### config.mk
export PLATFORM = sky130hd
export DESIGN_NAME = nios_system_sysid_ext
export DESIGN_NICKNAME = d
export VERILOG_FILES = /design/src/rtl/nios_system_sysid_ext.sv
export SDC_FILE = /design/constraint.sdc
export NUM_CORES = 1
export LEC_CHECK = 0
export ABC_AREA = 1
export BUFFER_PORTS_ARGS = -buffer_cell sky130_fd_sc_hd__buf_4
export CORE_UTILIZATION = 45
export DETAILED_ROUTE_END_ITERATION = 7
export GPL_TIMING_DRIVEN = 0
export PLACE_DENSITY = 0.73
export RECOVER_POWER = 25
export SLEW_MARGIN = 15
export SYNTH_ARGS = -nofsm -noshare
export SYNTH_HDL_FRONTEND = slang
export SYNTH_SLANG_ARGS = --single-unit
### constraint.sdc
create_clock -name clock -period 1.8 [get_ports clock]
set_clock_uncertainty 0.2 [all_clocks]
set_input_delay 0.36 -clock clock [delete_from_list [all_inputs] [get_ports clock]]
set_output_delay 0.36 -clock clock [all_outputs]
set_load 0.005 [all_outputs]
### src/rtl/nios_system_sysid_ext.sv
// rtl/nios_system_sysid_ext.sv - System-ID slave with scratch, control/status and atomic uptime counter snapshot
module nios_system_sysid_ext #(
    parameter logic [31:0] ID            = 32'h0,
    parameter logic [31:0] TIMESTAMP     = 32'h0,
    parameter logic [31:0] VERSION       = 32'h0,
    parameter int unsigned CLOCK_FREQ    = 50000000,
    parameter int unsigned COUNTER_WIDTH = 64       // legal range 33..64
) (
    input  logic        clock,
    input  logic        reset_n,
    input  logic [2:0]  address,
    input  logic        read,
    input  logic        write,
    input  logic [31:0] writedata,
    input  logic [3:0]  byteenable,
    output logic [31:0] readdata,
    output logic        readdatavalid
);

    localparam int unsigned CW = COUNTER_WIDTH;

    localparam logic [2:0] ADDR_ID        = 3'd0;
    localparam logic [2:0] ADDR_TIMESTAMP = 3'd1;
    localparam logic [2:0] ADDR_VERSION   = 3'd2;
    localparam logic [2:0] ADDR_UPTIME_LO = 3'd3;
    localparam logic [2:0] ADDR_UPTIME_HI = 3'd4;
    localparam logic [2:0] ADDR_SCRATCH   = 3'd5;
    localparam logic [2:0] ADDR_CTRL      = 3'd6;
    localparam logic [2:0] ADDR_CLK_FREQ  = 3'd7;

    localparam logic [31:0] CLOCK_FREQ_W = 32'(CLOCK_FREQ);
    localparam logic [CW-1:0] CNT_ONE    = {{(CW-1){1'b0}}, 1'b1};
    localparam logic [CW-1:0] CNT_MAX    = {CW{1'b1}};

    logic [CW-1:0] counter_q,  counter_d;
    logic [31:0]   shadow_hi_q, shadow_hi_d;
    logic [31:0]   scratch_q,  scratch_d;
    logic          en_q,       en_d;
    logic          ovf_q,      ovf_d;
    logic [31:0]   readdata_q, readdata_d;
    logic          rdv_q,      rdv_d;

    logic          rd_fire;
    logic          wr_ctrl;
    logic          wr_scratch;
    logic          clr;
    logic          wrap;
    logic [63:0]   counter_ext;
    logic [31:0]   rd_mux;

    // Strobe decode; a read colliding with a write is dropped so the write wins
    always_comb begin
        rd_fire     = read & ~write;
        wr_ctrl     = write & (address == ADDR_CTRL);
        wr_scratch  = write & (address == ADDR_SCRATCH);
        clr         = wr_ctrl & writedata[1];
        wrap        = en_q & (counter_q == CNT_MAX) & ~clr;
        counter_ext = 64'(counter_q);
    end

    // Uptime counter: clear beats increment, wrap falls out of the natural rollover
    always_comb begin
        counter_d = counter_q;
        if (clr) begin
            counter_d = '0;
        end else if (en_q) begin
            counter_d = counter_q + CNT_ONE;
        end
    end

    // Control bits: en loads from bit0 on any CTRL write; overflow set dominates its W1C
    always_comb begin
        en_d  = en_q;
        ovf_d = ovf_q;
        if (wr_ctrl) begin
            en_d = writedata[0];
            if (writedata[2]) begin
                ovf_d = 1'b0;
            end
        end
        if (wrap) begin
            ovf_d = 1'b1;
        end
    end

    // Scratch register with per-byte write enables
    always_comb begin
        scratch_d = scratch_q;
        for (int b = 0; b < 4; b++) begin
            if (wr_scratch && byteenable[b]) begin
                scratch_d[8*b +: 8] = writedata[8*b +: 8];
            end
        end
    end

    // Combinational read mux feeding the single output register stage
    always_comb begin
        rd_mux = 32'h0;
        case (address)
            ADDR_ID:        rd_mux = ID;
            ADDR_TIMESTAMP: rd_mux = TIMESTAMP;
            ADDR_VERSION:   rd_mux = VERSION;
            ADDR_UPTIME_LO: rd_mux = counter_ext[31:0];
            ADDR_UPTIME_HI: rd_mux = shadow_hi_q;
            ADDR_SCRATCH:   rd_mux = scratch_q;
            ADDR_CTRL:      rd_mux = {29'h0, ovf_q, 1'b0, en_q};
            ADDR_CLK_FREQ:  rd_mux = CLOCK_FREQ_W;
            default:        rd_mux = 32'h0;
        endcase
    end

    // Read response and snapshot: LO read captures the upper half from the same sample
    always_comb begin
        readdata_d  = readdata_q;
        rdv_d       = rd_fire;
        shadow_hi_d = shadow_hi_q;
        if (rd_fire) begin
            readdata_d = rd_mux;
            if (address == ADDR_UPTIME_LO) begin
                shadow_hi_d = counter_ext[63:32];
            end
        end
    end

    // State registers, asynchronously reset
    always_ff @(posedge clock or negedge reset_n) begin
        if (!reset_n) begin
            counter_q   <= '0;
            shadow_hi_q <= 32'h0;
            scratch_q   <= 32'h0;
            en_q        <= 1'b1;
            ovf_q       <= 1'b0;
            readdata_q  <= 32'h0;
            rdv_q       <= 1'b0;
        end else begin
            counter_q   <= counter_d;
            shadow_hi_q <= shadow_hi_d;
            scratch_q   <= scratch_d;
            en_q        <= en_d;
            ovf_q       <= ovf_d;
            readdata_q  <= readdata_d;
            rdv_q       <= rdv_d;
        end
    end

    assign readdata      = readdata_q;
    assign readdatavalid = rdv_q;

endmodule
# After elaboration in Yosys (flattened, before gate mapping)
# Index checks and enable logic that the tools add are counted.
# word_totals
regBits	163
in_bits	43
out_inout_bits	33
elab_cells	44
# classes
add_sub_neg	1
n_eq_ne	8
mux	6
bitwise	8
reduce_logical	11
# op_table
cell	n
$pmux W32 S6	1
$mux W64	2
$add A64 B1 Y64 const B	1
$eq A64 B64 Y1 const B	1
$eq A3 B3 Y1 const B	4
$and A1 B1 Y1	6
$eq A3 B2 Y1 const B	2
$reduce_bool A2 Y1	3
$logic_and A1 B1 Y1	4
$reduce_and A2 Y1	2
$eq A3 B1 Y1 const B	1
$logic_not A3 Y1	1
$mux W1	3
$reduce_or A3 Y1	1
$not A1 Y1	2

# Depth between registers and ports, before layout
# Gate-level depths: netlist (run 1).
# depth
ltp_word	7
mapped_depth	11
depth_no_buf	11

# Worst setup path after synthesis (run 1)
# Ideal clock, no wire load.
# synth_timing
path_type	reg-to-reg
startpoint	register counter_q[0], in the netlist counter_ext[0]
endpoint	register counter_q[48], in the netlist counter_ext[48]
setup_time_ns	0.120
arrival_time_ns	1.313
t_required_ns	1.480
setup_slack_ns	0.168
stages_incl_launch_ff	10
n_path_buf	0
synth_period_minus_slack_ns	1.632
path_cell_list	dfrtp_1 -> ha_1 -> inv_1 -> nor2_4 -> nand3_1 -> nor2_1 -> nand2_2 -> nor2_2 -> nand2_1 -> and3_1
# synth_between
elab_chain_len	3
# synth_lines
item	line	text
from (decl)	35	logic [CW-1:0] counter_q, counter_d;
from (signal assigned)	136	counter_q <= counter_d;
$add A64 B1 Y64	67	counter_d = counter_q + CNT_ONE;
$mux W64	66	end else if (en_q) begin
$mux W64	64	if (clr) begin
# Every way passes these cells. The select of a mux whose other input is x is not followed.
# A chain may end at the register's enable or synchronous reset.

# Final worst setup path (run 1)
# layout_timing
startpoint	register counter_q[1], in the netlist counter_ext[1]
endpoint	register counter_q[48], in the netlist counter_ext[48]
# Same word-level chain as after synthesis.

==> run_results.csv, run 1 <==
group,metric,value,unit
flow_run,cap_violations,0,
cts,cts.sinks,163,
yosys,synth.most_common_cell,"nand2_1",
global_routing,grtUsageMet3,5.639,%
route,drt_iter0_drc,915,
yosys,post_synth_instance_area,8685,um2
cts,cts_buffers,17,
outcome,status,"complete, but fails checks",
cts,cts_tree,"done",
yosys,ys_async_sr_fraction,100.0,%
sta,slew_viol_final,0,
cts,cts.reportedPaths.clkPinSlew,0.07,ns
global_routing,grt_start_max_net_pins,103,
worst_setup_path,r2r_start,"counter_ext[1]",
cells_and_area,area_delta_synth_final,33.63,%
worst_hold_path,hold_class,"in -> reg",
sta,max_freq,501.0,MHz
die,start_util,46.12,%
yosys,yosys.area.top_type_share,46.68,%
cells_and_area,multi_input_area,4543,um2
cts,h-tree-depth,4,
yosys,yosysWarnings,0,
sta,rsz0062_at_grt,"yes",
worst_setup_path,cp_slowest_cell,"dfrtp_1",
worst_setup_path,crit_type,"reg -> reg",
yosys,synth_edf_count,0,
route,wl,28.97,mm
sta,worst_slew_pin_slew,0.9398,ns
worst_setup_path,path_buf_inv,2,
sta,holdWs,0.03354,ns
yosys,synthCells,1079,
sta,setup_viol_count_final,44,
worst_setup_path,slowest_delay,0.37,ns
sta,finalCritPeriodShare,110.9,%
worst_setup_path,crit_path_frequent_cell,"nor2_4",
cts,root_buffer,"clkbuf_16",
die,chipWidth,140.9,um
global_routing,antenna_found_initial,0,
cells_and_area,final-instance-count-excl-fill,1535,
power,p_leak,5.220,nW
global_routing,grt_overflow,0,
worst_hold_path,whs_path_depth,3,
sta,fin_ws,-0.1962,ns
yosys,syn_area_per_cell,8.049,um2
worst_setup_path,worst-path-stages,10,
global_routing,grt_busiest_layer,"met2",
place,hpwlAfterDp,20.40,mm
cells_and_area,num-fill-cells,1534,
cells_and_area,regArea,4091,um2
worst_setup_path,reg2regPathDepth,10,
place,portBuffers,75,
die,fp-row-count,50,
sta,relSlewSlack,37.34,%
route,dr.pass1.iters,6,
cts,insertion_delay,0.44,ns
yosys,yosysTopAreaCell,"dfrtp_1",
cells_and_area,fin_util,61.63,%
cells_and_area,nets,1306,
worst_setup_path,startpoint,"counter_ext[1]",
worst_setup_path,crit_fanout,5,
route,ant_nets,0,
worst_setup_path,cp-end-kind,"register",
global_routing,grt_pass1_wl,43.97,mm
yosys,synth_common_cells,"nand2_1, dfrtp_1, nor2_1, inv_1, o21ai_0",
sta,finalCriticalPeriod,1.996,ns
cells_and_area,drive_gt1_share,31.22,%
route,drt-wirelength-per-cell,18.87,um
die,die-area,19860,um2
worst_setup_path,worstPathCellList,"ha_2, inv_2, nor2_4, buf_4, nand3_2, nor2_4, nand2_4, nor2_4, nand2_1, and3_4",
power,power.density,809.5,nW/um2
worst_setup_path,required,1.93,ns
place,numPlacedInstances,1415,
yosys,syn-num-nets,1123,
cts,clock_path_buffers,2,
power,vdd_ir_drop_max,814.0,uV
route,vias,8469,
worst_hold_path,hp-start,"writedata[2]",
outcome,violations,"setup timing",
route,vias_per_cell,5.517,
die,pin_count,76,
worst_setup_path,critPathLaunchType,"register",
cells_and_area,antenna_cells,0,
yosys,synth.distinct_cells,40,
global_routing,first_global_vias,8039,
place,place.gp.congestion,0.9995,
yosys,synth-seq-cells,163,
die,chipHeight,140.9,um
global_routing,met2_usage,46.01,%
worst_setup_path,cp_top_family,"simple AND/OR/NAND/NOR gates",
yosys,synthTopCellsByArea,"dfrtp_1, nand2_1, mux2_2",
yosys,seq_area_frac_synth,46.98,%
yosys,ys.flop_type,"dfrtp_1",
sta,finalHoldViolCount,0,
route,drc_errors,0,
die,design.core.area,18830,um2
global_routing,grtUsageTotal,29.57,%
worst_setup_path,crit_arrival,2.12,ns
global_routing,use_met1,39.97,%
[final cells by class]
| class | count | area share [%] |
|---|---|---|
| inverter | 116 | 3.827 |
| clock inverter | 15 | 1.488 |
| multi-input combinational | 770 | 39.15 |
| clock buffer | 17 | 3.666 |
| sequential | 163 | 35.26 |
| buffer | 30 | 1.434 |
| timing repair buffer | 164 | 12.38 |
| tap | 260 | 2.803 |
[timing repair]
item,in CTS,in global routing
hold buffers,32,0
setup endpoints to repair,59,59
buffers inserted,30,25
gates resized for setup,81,99
cloned,0,1
pin swaps,44,51
endpoints found under the hold margin,91,0
[cell families (layout without fill, tap and decap cells)]
kind of cell	count (synthesis)	in the layout	synth area share [%]
buffers and inverters	146	342	6.584
AOI/OAI and AO/OA	136	136	8.803
adders and majority gates	1	1	0.1440
muxes	58	58	7.521
DFF	163	163	46.98
and+or+nand+nor	575	575	29.97
[registers in the layout, indices dropped and copies added, names as in the netlist]
register       cells
en_q               1
readdata          32
shadow_hi_q       32
scratch_q         32
ovf_q              1
readdatavalid      1
counter_ext       64
[final timing paths]
path / end / slack, ns
worst min register to register: shadow_hi_q[3] / 0.27
worst max-delay path: counter_ext[48] / -0.20
worst max register to register: counter_ext[48] / -0.20
min in group asynchronous: shadow_hi_q[6] / 0.27
max in group asynchronous: counter_ext[17] / 0.24
worst min-delay path: scratch_q[2] / 0.03
[cell usage in the layout, fill, tap and decap left out, drive strengths merged, types with 3 or more instances in the layout]
cell	count
nand2	292
nor2	163
dfrtp	162
buf	135
inv	119
o21ai	70
mux2	58
nand3	57
clkbuf	44
a21oi	37
dlygate4sd3	32
nand4	27
nor3	25
o2111ai	11
o211ai	6
clkinvlp	5
o31ai	5
clkinv	5
a31oi	3
and3	3
[where the power goes]
| group | internal (W) | switching, W | leakage [nW] |
|---|---|---|---|
| clock network | 0.00208 | 0.00164 | 0.280 |
| logic | 0.000701 | 0.000695 | 2.77 |
| registers | 0.00402 | 0.000255 | 2.17 |
| total | 0.00680 | 0.00259 | 5.22 |
[per-layer routing]
layer / share of wire [%] / up-vias
met3: 8.3 / 96
met1: 41 / 4044
met4: 4.8 / 0
met5: 0 / -
met2: 46 / 438
li1: - / 3891
[metrics by stage]
stage / power (W) / setup TNS (ns) / setup WS, ns / area, um2
3_5_place_dp: 0.005370 / -29.33 / -0.3586 / 9608
5_1_grt: 0.009727 / -7.421 / -0.2387 / 11600
4_1_cts: 0.009292 / -0.6918 / -0.09400 / 11090
3_3_place_gp: 0.005322 / -146.26 / -0.7486 / 9573
2_1_floorplan: 0.004829 / 0 / 0.1676 / 8685
6_report: 0.009394 / -2.820 / -0.1962 / 11600
[worst reg2reg max path: stages, from the launching register on]
cell     delay (ns)
dfrtp_1        0.37
ha_2           0.19
inv_2          0.05
nor2_4         0.20
buf_4          0.16
nand3_2        0.10
nor2_4         0.15
nand2_4        0.10
nor2_4         0.13
nand2_1        0.07
and3_4         0.17
No activity file was read; power rests on OpenSTA's default activity.
==> run 2, diff against run 1 <==
- MAX_ROUTING_LAYER: unset -> met4
- TNS_END_PERCENT: unset -> 10
==> run_results.csv, run 2 (synthesis results as in run 1) <==
group,metric,value,unit
sta,setup_tns,-3.647,ns
worst_hold_path,hold_class,"in -> reg",
sta,slew_viol_final,0,
worst_setup_path,crit_fanout,5,
global_routing,grt_start_max_net_pins,89,
cells_and_area,final_cell_mix,"nand2_1, dfrtp_1, nor2_1, inv_1, buf_4",
die,fp-row-count,50,
route,met2WireLength,13.10,mm
sta,worst_slew_pin_slew,0.8002,ns
place,hpwlAfterDp,20.60,mm
cells_and_area,fin_area,11080,um2
worst_setup_path,worstPathCellList,"nand2_1, nor2_1, nand2_1, nor2_1, nand2_1, nor2_4, nand2_1, nand2_1, nand2_1, nor2_1",
global_routing,first_global_vias,7859,
cts,cts.sinks,163,
worst_setup_path,crit_type,"reg -> reg",
global_routing,grtUsageTotal,30.26,%
worst_setup_path,startpoint,"counter_ext[35]",
die,chipHeight,140.9,um
sta,setup_viol_count_final,48,
route,ant_nets,0,
sta,rsz0062_at_grt,"yes",
route,drc_errors,0,
worst_setup_path,r2r_start,"counter_ext[35]",
route,dr_wl_met3,1.944,mm
cts,cts.reportedPaths.clkPinSlew,0.07,ns
cts,insertion_delay,0.44,ns
sta,relSlewSlack,46.65,%
die,chipWidth,140.9,um
route,top_layer,"met4",
cts,cts_buffers,17,
route,drt_iter0_drc,773,
place,portBuffers,75,
die,start_util,46.12,%
worst_setup_path,path_buf_inv,0,
worst_setup_path,cp-end-kind,"register",
worst_hold_path,hp-start,"writedata[2]",
cells_and_area,largest_register_ffs,64,
global_routing,grt_pass1_wl,43.33,mm
route,drt-wirelength-per-cell,18.77,um
route,vias,8144,
route,wl,28.16,mm
sta,finalCritPeriodShare,108.7,%
place,place.gp.congestion,0.9933,
cells_and_area,area_delta_synth_final,27.60,%
global_routing,grt_overflow,0,
sta,fin_ws,-0.1571,ns
route,met1_length,12.19,mm
power,power.density,869.6,nW/um2
sta,finalCriticalPeriod,1.957,ns
worst_setup_path,crit_arrival,2.13,ns
flow_run,cap_violations,0,
cells_and_area,antenna_cells,0,
cells_and_area,drive_gt1_share,25.00,%
worst_setup_path,crit_path_frequent_cell,"nand2_1",
route,vias_per_cell,5.429,
cts,clock_path_buffers,2,
power,p_leak,5.008,nW
cts,cts_tree,"done",
cts,root_buffer,"clkbuf_16",
die,die-area,19860,um2
power,finalPower,0.009637,W
cells_and_area,nets,1272,
cells_and_area,fin_util,58.85,%
die,design.core.area,18830,um2
cts,h-tree-depth,4,
worst_setup_path,cp_slowest_cell,"dfrtp_1",
worst_setup_path,required,1.97,ns
route,dr.pass1.iters,7,
worst_setup_path,cp_top_family,"simple AND/OR/NAND/NOR gates",
worst_setup_path,slowest_delay,0.45,ns
die,pin_count,76,
sta,max_freq,511.0,MHz
place,placed_area,9608,um2
outcome,violations,"setup timing",
worst_setup_path,critPathLaunchType,"register",
cells_and_area,final_common_cell,"nand2_1",
global_routing,antenna_found_initial,0,
sta,finalHoldViolCount,0,
power,vdd_ir_drop_max,671.2,uV
outcome,status,"complete, but fails checks",
==> run 2: cell count changes in the layout (fill, tap and decap cells not counted), moves of 5 or more <==
cell | before | now
dfrtp_2 | 9 | 3
buf_6 | 11 | 3
clkbuf_4 | 6 | 1
nor2_4 | 39 | 31
nand2_2 | 29 | 16
nor2_1 | 102 | 117
buf_4 | 110 | 96
o21ai_0 | 52 | 58
nand2_1 | 255 | 271
nor2_2 | 22 | 15
nand3_1 | 38 | 44
dfrtp_1 | 153 | 159
==> run 2: path summary, 6_finish.rpt <==
check                                   to  slack, ns  cells past startpoint
hold / removal                scratch_q[2]       0.03                      3
hold reg to reg            shadow_hi_q[16]       0.29                      2
min in group asynchronous      readdata[8]       0.28                      2
max in group asynchronous  counter_ext[20]       0.28                      3
setup / recovery           counter_ext[46]      -0.16                     10
setup reg to reg           counter_ext[46]      -0.16                     10
==> run 2: layer usage <==
metal,vias up,track usage [%]
li1,3816,-
met1,3911,39.26
met2,357,47.24
met3,60,5.265
met4,0,12.07
met5,-,-
==> run 2: metrics by stage <==
step	setup slack [ns]	hold slack, ns	std cells
global route	-0.2577	0.03894	1500
finish	-0.1571	0.02875	1500
global placement	-0.7598	0.2575	1414
floorplan	0.1676	-0.1356	1079
detailed placement	-0.3989	0.1717	1415
CTS	-0.1383	0.02925	1487
==> run 2: power breakdown <==
group	total, W	leakage, nW	internal, W	switching [W]
Combinational	0.00125	2.51	0.000617	0.000633
Sequential	0.00428	2.18	0.00402	0.000262
Clock	0.00410	0.320	0.00254	0.00157
==> run 2: area by class of cell <==
class | count | area [um2]
Clock buffer | 19 | 452.9
Inverter | 116 | 439.2
Timing Repair Buffer | 130 | 1104
Buffer | 30 | 158.9
Clock inverter | 12 | 202.7
Sequential cell | 163 | 4084
Fill cell | 1663 | 7749
Multi-Input combinational cell | 770 | 4315
Tap cell | 260 | 325.3
==> run 2: worst reg2reg max path, stage by stage (launching register included) <==
cell	delay, ns
dfrtp_1	0.45
nand2_1	0.13
nor2_1	0.29
nand2_1	0.12
nor2_1	0.11
nand2_1	0.11
nor2_4	0.16
nand2_1	0.09
nand2_1	0.06
nand2_1	0.05
nor2_1	0.11
==> run 2: timing repair <==
item                                    in CTS  in global routing
hold buffers                                32                  0
pin swaps                                   17                 20
setup buffers                                9                 13
gates resized for setup                     53                 33
cloned                                       0                  0
hold endpoints to repair                   105                  0
endpoints found under the setup margin      57                 66
==> run 3, diff against run 2 <==
- REMOVE_ABC_BUFFERS: unset -> 1
- SKIP_LAST_GASP: unset -> 1
==> run_results.csv, run 3 (synthesis results as in run 1) <==
group,metric,value,unit
worst_setup_path,crit_type,"reg -> reg",
global_routing,first_global_vias,7193,
outcome,status,"complete, but fails checks",
route,dr.pass1.iters,5,
cells_and_area,final_common_cell,"nand2_1",
sta,finalCriticalPeriod,1.967,ns
place,place.gp.congestion,0.9515,
cts,insertion_delay,0.43,ns
route,wl,24.44,mm
sta,slew_viol_final,0,
worst_setup_path,crit_arrival,2.13,ns
route,vias_per_cell,5.281,
flow_run,cap_violations,0,
power,power.density,834.0,nW/um2
place,portBuffers,75,
global_routing,antenna_found_initial,0,
worst_setup_path,cp-end-kind,"register",
cells_and_area,num-fill-cells,1687,
sta,setup_viol_count_final,60,
cts,clock_path_buffers,2,
cells_and_area,final-instance-count-excl-fill,1466,
worst_setup_path,critPathLaunchType,"register",
cells_and_area,largest_register_ffs,64,
worst_setup_path,startpoint,"counter_ext[0]",
route,drc_errors,0,
die,start_util,46.12,%
sta,fin_ws,-0.1666,ns
worst_hold_path,hold_class,"in -> reg",
cts,cts_tree,"done",
cts,cts.reportedPaths.clkPinSlew,0.07,ns
sta,finalHoldViolCount,0,
cells_and_area,fin_util,57.26,%
place,hpwlAfterDp,17.59,mm
global_routing,grt_pass1_wl,38.30,mm
outcome,violations,"setup timing",
sta,worst_slew_pin_slew,0.8826,ns
route,ant_nets,0,
power,vdd_ir_drop_max,496.7,uV
power,finalPower,0.008992,W
sta,max_freq,508.5,MHz
global_routing,grt_start_max_net_pins,84,
sta,finalCritPeriodShare,109.3,%
cells_and_area,nets,1237,
global_routing,grt_overflow,0,
cts,cts.sinks,163,
route,drt_iter0_drc,595,
sta,rsz0062_at_grt,"yes",
place,numPlacedInstances,1388,
worst_setup_path,r2r_start,"counter_ext[0]",
die,chipHeight,140.9,um
die,fp-row-count,50,
worst_setup_path,crit_fanout,6,
worst_setup_path,required,1.97,ns
die,chipWidth,140.9,um
worst_hold_path,hp-start,"writedata[2]",
die,design.core.area,18830,um2
power,p_leak,4.839,nW
sta,relSlewSlack,40.71,%
route,drt-wirelength-per-cell,16.67,um
cells_and_area,final_cell_mix,"nand2_1, dfrtp_1, nor2_1, inv_1, buf_4",
cts,root_buffer,"clkbuf_16",
route,vias,7742,
cts,h-tree-depth,4,
cells_and_area,antenna_cells,0,
global_routing,grtUsageTotal,26.18,%
sta,setup_tns,-4.021,ns
cells_and_area,area_delta_synth_final,24.15,%
cts,cts_buffers,17,
die,die-area,19860,um2
cells_and_area,drive_gt1_share,23.63,%
die,pin_count,76,
run 3: where the power goes:
group          internal [W]  switching, W
Clock               0.00196       0.00158
Sequential          0.00402      0.000245
Combinational      0.000591      0.000585
run 3: stage by stage:
stage | worst slack, ns | hold slack, ns | area, um2
final | -0.1666 | 0.01405 | 10780
after global routing | -0.2800 | 0.02844 | 10780
after CTS | -0.1105 | 0.01382 | 10580
after detailed placement | -1.237 | 0.1987 | 9558
after global placement | -4.104 | 0.2560 | 9437
after floorplan | -1.975 | -0.1356 | 8548
run 3: worst paths after layout:
path,to,slack [ns],depth (start not counted)
worst max register to register,counter_ext[40],-0.17,11
max in group asynchronous,counter_ext[23],0.25,3
min in group asynchronous,readdata[4],0.29,2
worst max-delay path,counter_ext[40],-0.17,11
worst min register to register,shadow_hi_q[29],0.29,2
worst min-delay path,scratch_q[2],0.01,3
run 3: metal layers:
layer	GRT usage [%]	routed length, um
met1	34.41	10900
met2	39.93	11470
met3	4.484	1335
met4	11.44	734
met5	-	0
run 3: critical path, stage by stage, from the launching register on:
cell,delay (ns)
dfrtp_1,0.39
ha_2,0.21
inv_2,0.05
nor2_4,0.20
nand2_1,0.13
nor2_2,0.13
nand2_2,0.13
nor2_4,0.15
nand2_1,0.10
nand2_1,0.08
nand2_1,0.05
nor2_1,0.08
run 3: area by class of cell:
type	count	area, um2	area share [%]
multi-input cells	770	4234	39.27
flip-flops and latches	163	4091	37.95
repair buffers	125	1112	10.32
inverters	116	449.2	4.166
clock buffers	19	442.9	4.108
well taps	260	325.3	3.017
clock inverters	13	126.4	1.172
run 3: repair_timing:
action	in CTS	in global routing
hold endpoints to repair	110	0
hold buffers	31	0
cloned	0	0
pin swaps	4	15
gates resized for setup	24	37
endpoints found under the setup margin	119	90
setup buffers	5	10
